==> src/rtl/ypc_pkg.sv <==
// Shared definitions for the YPC core sequencer.
//   ypc_state_t : sequencer FSM states
//   INST_BYTES  : PC step per instruction
//   next_pc()   : sequential PC (32-bit wrap)
package ypc_pkg;

  typedef enum logic [2:0] {
    FETCH  = 3'd0,
    DECODE = 3'd1,
    EXEC   = 3'd2,
    WB     = 3'd3,
    HALT   = 3'd4,
    ERR    = 3'd5
  } ypc_state_t;

  localparam int unsigned INST_BYTES = 4;

  // Plain 32-bit add; 32'hFFFF_FFFC rolls over to 0.
  function automatic logic [31:0] next_pc(input logic [31:0] pc);
    return pc + 32'(INST_BYTES);
  endfunction

endpackage

==> src/rtl/ypc_seq_ctrl.sv <==
// Multi-cycle sequencer for the YPC core datapath.
// Owns the PC, fetches over a req/valid handshake, latches the instruction
// for the decoder, strobes the ALU capture and the register-file write, and
// stops on ebreak (halt) or on a fetch that never answers (fetch_err).
//
// Ports
//   clk          core clock
//   reset        synchronous, active-low (0 = reset)
//   imem_req     fetch request, held until imem_rvalid
//   imem_addr    fetch address (= pc)
//   imem_rvalid  fetch data valid
//   imem_rdata   fetched instruction
//   inst         latched instruction to the decoder
//   dec_isbreak  decoder: inst is ebreak
//   dec_regwen   decoder: inst writes rd
//   alu_en       one-cycle ALU result capture strobe (EXEC)
//   rf_wen       one-cycle register-file write strobe (WB && dec_regwen)
//   pc           current PC
//   retired      completed non-ebreak instructions
//   halt         sticky, ebreak executed
//   fetch_err    sticky, fetch timeout
module ypc_seq_ctrl
  import ypc_pkg::*;
#(
  parameter logic [31:0] RESET_PC  = 32'h0000_0000,
  parameter int unsigned TIMEOUT_W = 4,
  parameter int unsigned CNT_W     = 32
) (
  input  logic             clk,
  input  logic             reset,
  output logic             imem_req,
  output logic [31:0]      imem_addr,
  input  logic             imem_rvalid,
  input  logic [31:0]      imem_rdata,
  output logic [31:0]      inst,
  input  logic             dec_isbreak,
  input  logic             dec_regwen,
  output logic             alu_en,
  output logic             rf_wen,
  output logic [31:0]      pc,
  output logic [CNT_W-1:0] retired,
  output logic             halt,
  output logic             fetch_err
);

  // Last wait count before the fetch is declared dead.
  localparam logic [TIMEOUT_W-1:0] WAIT_MAX = '1;

  ypc_state_t           state_q, state_d;
  logic [31:0]          pc_q, pc_d;
  logic [31:0]          inst_q, inst_d;
  logic [CNT_W-1:0]     retired_q, retired_d;
  logic                 halt_q, halt_d;
  logic                 ferr_q, ferr_d;
  logic [TIMEOUT_W-1:0] wait_q, wait_d;

  // State register
  always_ff @(posedge clk) begin
    if (!reset) begin
      state_q   <= FETCH;
      pc_q      <= RESET_PC;
      inst_q    <= '0;
      retired_q <= '0;
      halt_q    <= 1'b0;
      ferr_q    <= 1'b0;
      wait_q    <= '0;
    end else begin
      state_q   <= state_d;
      pc_q      <= pc_d;
      inst_q    <= inst_d;
      retired_q <= retired_d;
      halt_q    <= halt_d;
      ferr_q    <= ferr_d;
      wait_q    <= wait_d;
    end
  end

  // Next state and strobes
  always_comb begin
    state_d   = state_q;
    pc_d      = pc_q;
    inst_d    = inst_q;
    retired_d = retired_q;
    halt_d    = halt_q;
    ferr_d    = ferr_q;
    wait_d    = wait_q;
    imem_req  = 1'b0;
    alu_en    = 1'b0;
    rf_wen    = 1'b0;

    unique case (state_q)
      FETCH: begin
        imem_req = 1'b1;
        if (imem_rvalid) begin
          // Zero-wait fetch is legal: data may arrive in the request cycle.
          inst_d  = imem_rdata;
          wait_d  = '0;
          state_d = DECODE;
        end else if (wait_q == WAIT_MAX) begin
          ferr_d  = 1'b1;
          wait_d  = '0;
          state_d = ERR;
        end else begin
          wait_d = wait_q + TIMEOUT_W'(1);
        end
      end
      DECODE: begin
        // Decoder outputs have had a full cycle to settle on inst_q.
        if (dec_isbreak) begin
          halt_d  = 1'b1;
          state_d = HALT;
        end else begin
          state_d = EXEC;
        end
      end
      EXEC: begin
        alu_en  = 1'b1;
        state_d = WB;
      end
      WB: begin
        rf_wen    = dec_regwen;
        pc_d      = next_pc(pc_q);
        retired_d = retired_q + CNT_W'(1);
        state_d   = FETCH;
      end
      HALT, ERR: begin
        state_d = state_q;
      end
      default: begin
        state_d = FETCH;
      end
    endcase

    // Strobes are quiet while reset is asserted, whatever state is held.
    if (!reset) begin
      imem_req = 1'b0;
      alu_en   = 1'b0;
      rf_wen   = 1'b0;
    end
  end

  assign imem_addr = pc_q;
  assign pc        = pc_q;
  assign inst      = inst_q;
  assign retired   = retired_q;
  assign halt      = halt_q;
  assign fetch_err = ferr_q;

endmodule

==> config.mk <==
export PLATFORM = sky130hd
export DESIGN_NAME = ypc_seq_ctrl
export DESIGN_NICKNAME = d
export VERILOG_FILES = /design/src/rtl/ypc_pkg.sv /design/src/rtl/ypc_seq_ctrl.sv
export SDC_FILE = /design/constraint.sdc
export NUM_CORES = 1
export LEC_CHECK = 0
export CAP_MARGIN = 20
export CORE_MARGIN = 3
export CORE_UTILIZATION = 42
export CTS_BUF_LIST = sky130_fd_sc_hd__clkbuf_4
export DETAILED_ROUTE_END_ITERATION = 6
export PLACE_DENSITY_LB_ADDON = 0.08
export SLEW_MARGIN = 10
export SYNTH_ARGS = -nofsm -noshare
export SYNTH_HDL_FRONTEND = slang
export SYNTH_SLANG_ARGS = --single-unit
==> constraint.sdc <==
create_clock -name clk -period 2.4 [get_ports clk]
set_input_delay 0.72 -clock clk [delete_from_list [all_inputs] [get_ports clk]]
set_output_delay 0.72 -clock clk [all_outputs]
set_load 0.05 [all_outputs]
==> flow_metrics.tcl, run 1 <==
set metrics [dict create \
    status "finished, final reports clean" \
    yosysWarnings 0 \
    path_clk_slew_ps 170 \
    insertion_delay_ps 460 \
    synth-simple-area-share_pct 29.60 \
    wl_met2_um 6155 \
    grt_pass1_wl_um 20560 \
    rows 38 \
    cts.sinks 103 \
    fillers 1081 \
    ant_nets 0 \
    pre_cts_ws_ps -176.0 \
    grt_max_degree 71 \
    finClkSkew_ps 26.02 \
    die_x_um 113.4 \
    wl_per_cell_um 14.58 \
    critPathCaptureType "output pin" \
    synth-compound-area-share_pct 12.60 \
    dpl.hpwl_um 9032 \
    cp-start-kind "flop" \
    hp-class "flop to flop" \
    power-per-cell-area_nw_per_um2 517.6 \
    slew_violations 0 \
    io_buffer_count 165 \
    total_power_mw 3.389 \
    synth_top_family_by_area "simple AND/OR/NAND/NOR gates" \
    yosys.area_share.xor_xnor_pct 3.073 \
    final_util_pct 59.09 \
    crit_type "flop to output pin" \
    worst_slack_ps 56.31 \
    tns_ps 0 \
    wl_met1_um 5366 \
    htree_levels 3 \
    synthCells 583 \
    num_vias 4614 \
    crit_arrival_ps 1620 \
    hp-start "inst[5]" \
    tritoncts "built" \
    drtIter0Drc 257 \
    slowest_stage "clkdlybuf4s50_1" \
    placeableCoreArea_um2 11080 \
    fmax_mhz 426.7 \
    place_area_um2 6454 \
    stdcell_count 859 \
    ys_top_cells_by_count "nand2_1 (106), dfxtp_1 (103), a21oi_1 (74), buf_4 (37), nor2_1 (25)" \
    worst_slew_pin_slew_ps 737.3 \
    grt_pass1_vias 4257 \
    drv_cap 0 \
    nNetsFinal 753 \
    synth_largest_area_cell "dfxtp_1" \
    post-route-period-util_pct 97.65 \
    gp_congestion 0.7607 \
    avgSynthCellArea_um2 8.310 \
    finalSetupViolCount 0 \
    cts_buffers 9 \
    critPathBufInv 1 \
    cpPeakStageDelay_ps 810 \
    ys_types 45 \
    dr.pass1.iters 6 \
    synth-adder-area-share_pct 0.7748 \
    reg2reg_from "state_q[1]" \
    syn-cell-area_um2 4845 \
    synth-edff-count 0 \
    slew_headroom_pct 50.84 \
    hold_slack_ps 462.2 \
    finalWirelength_um 12530 \
    postLayoutCellArea_um2 6546 \
    crit_path_max_fanout 2 \
    antenna_found_initial 1 \
    synth_top_area_share_pct 42.56 \
    cp.required_ps 1680 \
    path_cells "clkdlybuf4s50_1" \
    grtUsageTotal_pct 19.21 \
    cp_top_family "buffers and inverters" \
    syn_to_final_growth_pct 35.12 \
    yosysSeqAreaShare_pct 42.56 \
    vias_per_cell 5.371 \
    yosys-top-cells-area "dfxtp_1 (43%), nand2_1 (8.2%), a21oi_1 (7.6%)" \
    overflow 0 \
    rsz0062_at_grt "no" \
    clockBufferDepth 2 \
    synth_mux_area_share_pct 2.092 \
    met3_length_um 827 \
    fp.dieH_um 113.4 \
    post-place-cells 841 \
    num_io_pins 170 \
    p_leak_nw 3.180 \
    postSynthRegisterBits 103 \
    top_layer_used "met4" \
    dieArea_um2 12860 \
    synth.most_common_cell "nand2_1" \
    reg2reg_depth 6 \
    drc 0 \
    start_util_pct 43.73 \
    synthFlopType "dfxtp_1" \
    ir_worst_vdd_uv 354.0 \
    synth_async_sr_flop_share_pct 0 \
    min_period_ps 2344 \
    hold_viol 0 \
    crit_cells 1 \
    whs_path_depth 2 \
    drive_above_1_share_pct 8.078 \
    cts-root-buf "clkbuf_4" \
    cp-startpoint "inst[19]" \
]
cell type report:
type	instances	area (µm²)	share of cell area, %
multi-input combinational	409	2381	36.37
clock buffer	9	67.56	1.032
tap	140	175.2	2.676
sequential	103	2064	31.54
timing repair buffer	183	1775	27.12
antenna	1	2.502	0.03823
inverter	7	27.53	0.4205
clock inverter	7	52.55	0.8028
logic make-up after synthesis:
family / count (synthesis)
XOR/XNOR: 17
flip-flops: 103
multiplexers: 10
AO/OA/AOI/OAI: 110
adder cells (fa/ha/maj): 3
AND/OR/NAND/NOR: 265
other: 1
buffers and inverters: 74
flip-flops by register name (all words and copies together), names as in the netlist:
register	cells
inst	32
halt	1
fetch_err	1
state_q	3
wait_q	4
imem_addr	30
retired	32
per-layer routing:
metal	track usage, %	vias to the layer above
met1	23.70	2152
met2	32.35	141
met4	6.410	0
met3	5.464	12
li1	-	2309
met5	0	-
layout by cell type (no fill, tap or decap), types with 19 or more instances in the layout:
master,netlist,layout
nand2_1,106,106
dfxtp_1,103,101
dlygate4sd2_1,0,97
a21oi_1,74,74
clkdlybuf4s50_1,0,36
dlymetal6s2s_1,0,28
or4_1,24,24
nor2_1,25,24
o31ai_1,22,22
nand3_1,20,19
where the power goes:
part / total [mW] / internal (mW) / leakage [nW] / switching [mW]
Sequential: 1.82 / 1.78 / 0.835 / 0.0433
Combinational: 0.718 / 0.263 / 2.28 / 0.455
Clock: 0.847 / 0.226 / 0.0675 / 0.621
worst paths after layout:
path | endpoint | slack [ps]
hold / removal | inst[5] | 460
setup / recovery | inst[19] | 60
hold reg to reg | inst[5] | 460
setup reg to reg | retired[25] | 310
repair_timing:
| item | in CTS | in global routing |
|---|---|---|
| hold buffers | 0 | 0 |
| gates cloned | 0 | 0 |
| endpoints found under the setup margin | 99 | 29 |
| pin swaps | 1 | 0 |
| buffers inserted | 1 | 0 |
| resized for setup | 101 | 29 |
No activity file was read; power rests on OpenSTA's default activity.
==> run 2, diff against run 1 <==
==> constraint.sdc (replaced) <==
create_clock -name clk -period 2.25 [get_ports clk]
set_input_delay 0.675 -clock clk [delete_from_list [all_inputs] [get_ports clk]]
set_output_delay 0.675 -clock clk [all_outputs]
set_load 0.05 [all_outputs]
==> flow_metrics.tcl, run 2 (synthesis gave the netlist of run 1 again) <==
set metrics [dict create \
    place_area_um2 6344 \
    cpPeakStageDelay_ps 400 \
    pre_cts_ws_ps -195.2 \
    finClkSkew_ps 11.88 \
    postLayoutCellArea_um2 6510 \
    drc 0 \
    num_vias 4645 \
    rows 38 \
    htree_levels 3 \
    dpl.hpwl_um 8955 \
    top_layer_used "met4" \
    min_period_ps 2320 \
    critPathCaptureType "output pin" \
    ant_nets 0 \
    crit_arrival_ps 1640 \
    io_buffer_count 165 \
    fmax_mhz 431.1 \
    finalSetupViolCount 1 \
    grt_pass1_vias 4114 \
    vias_per_cell 5.345 \
    tritoncts "built" \
    cp_top_family "simple AND/OR/NAND/NOR gates" \
    hp-class "flop to flop" \
    drtIter0Drc 311 \
    met3_length_um 873 \
    post-place-cells 846 \
    wl_met2_um 5953 \
    crit_path_max_fanout 4 \
    slowest_stage "or3_4" \
    slew_violations 0 \
    insertion_delay_ps 450 \
    cts_buffers 9 \
    worst_slew_pin_slew_ps 529.0 \
    finalWirelength_um 12500 \
    ir_worst_vdd_uv 338.0 \
    fillers 1003 \
    worst_slack_ps -69.64 \
    syn_to_final_growth_pct 34.37 \
    fp.dieH_um 113.4 \
    hold_viol 0 \
    path_clk_slew_ps 150 \
    final_util_pct 58.76 \
    grt_pass1_wl_um 19940 \
    slew_headroom_pct 64.88 \
    rsz0062_at_grt "yes" \
    final_common_cell "nand2_1" \
    post-route-period-util_pct 103.1 \
    gp_congestion 0.7598 \
    antenna_found_initial 1 \
    stdcell_count 869 \
    p_leak_nw 2.737 \
    wl_per_cell_um 14.38 \
    drv_cap 0 \
    grtUsageTotal_pct 18.79 \
    overflow 0 \
    die_x_um 113.4 \
    crit_type "flop to output pin" \
    wl_met1_um 5478 \
    nNetsFinal 764 \
    clockBufferDepth 2 \
    status "finished, violations left" \
    dr.pass1.iters 4 \
    placeableCoreArea_um2 11080 \
    drive_above_1_share_pct 17.58 \
    final_cell_mix "nand2_1 (106), dfxtp_1 (100), buf_4 (89), a21oi_1 (74), dlygate4sd2_1 (65)" \
    dieArea_um2 12860 \
    cp-start-kind "flop" \
    power-per-cell-area_nw_per_um2 593.1 \
    cts-root-buf "clkbuf_4" \
    cts.sinks 103 \
    cp.required_ps 1570 \
    num_io_pins 170 \
    start_util_pct 43.73 \
    critPathBufInv 2 \
    grt_max_degree 45 \
    violations "negative setup slack" \
    path_cells "buf_6 > or3_4 > nor2_4 > buf_12" \
]
[run 2: worst paths after layout]
kind | slack [ps] | to | start | cells after the start
hold reg to reg | 460 | inst[26] | inst[26] | 2
hold / removal | 460 | inst[26] | inst[26] | 2
setup reg to reg | 150 | retired[25] | state_q[0] | 7
setup / recovery | -70 | imem_req | state_q[0] | 4
[run 2: where the power goes]
| group | internal, mW | total [mW] | switching [mW] | leakage, nW |
|---|---|---|---|---|
| clock | 0.563 | 1.15 | 0.587 | 0.0915 |
| sequential | 1.90 | 1.94 | 0.0401 | 0.836 |
| combinational | 0.279 | 0.772 | 0.493 | 1.81 |
[run 2: layout make-up]
class                      instances  area, µm²  area share, %
antenna                            1      2.502        0.03844
clock buffer                      10      75.07          1.153
clock inverter                     5      97.59          1.499
inverter                           7      31.28         0.4805
multi-input combinational        409       2381          36.58
sequential                       103       2068          31.77
tap                              140      175.2          2.691
timing repair buffer             194       1679          25.79
[run 2: timing repair]
action                     in CTS  in global routing
setup buffers                   1                  6
hold buffers                    0                  0
setup endpoints to repair      67                  1
gates resized for setup        70                  3
pin swaps                       1                  4
[run 2: worst reg2reg max path: stages (launching register included)]
cell	delay [ps]
dfxtp_4	380
buf_4	120
and3b_2	220
buf_4	160
buf_4	140
nand4_1	340
or4_1	530
a21oi_1	150
[run 2: per-stage QoR]
step	hold slack [ps]	total power [mW]	setup TNS, ps
finish	461.0	3.861	-69.64
global route	483.9	4.037	-127.7
CTS	462.9	3.872	-134.8
detailed placement	446.3	2.755	-505.8
global placement	441.0	2.742	-457.7
floorplan	444.3	2.474	-33.67
[run 2: layer usage]
layer,GRT usage (%),up-vias
met1,23.78,2188
li1,-,2321
met2,31.08,125
met5,0,-
met3,4.615,11
met4,6.971,0
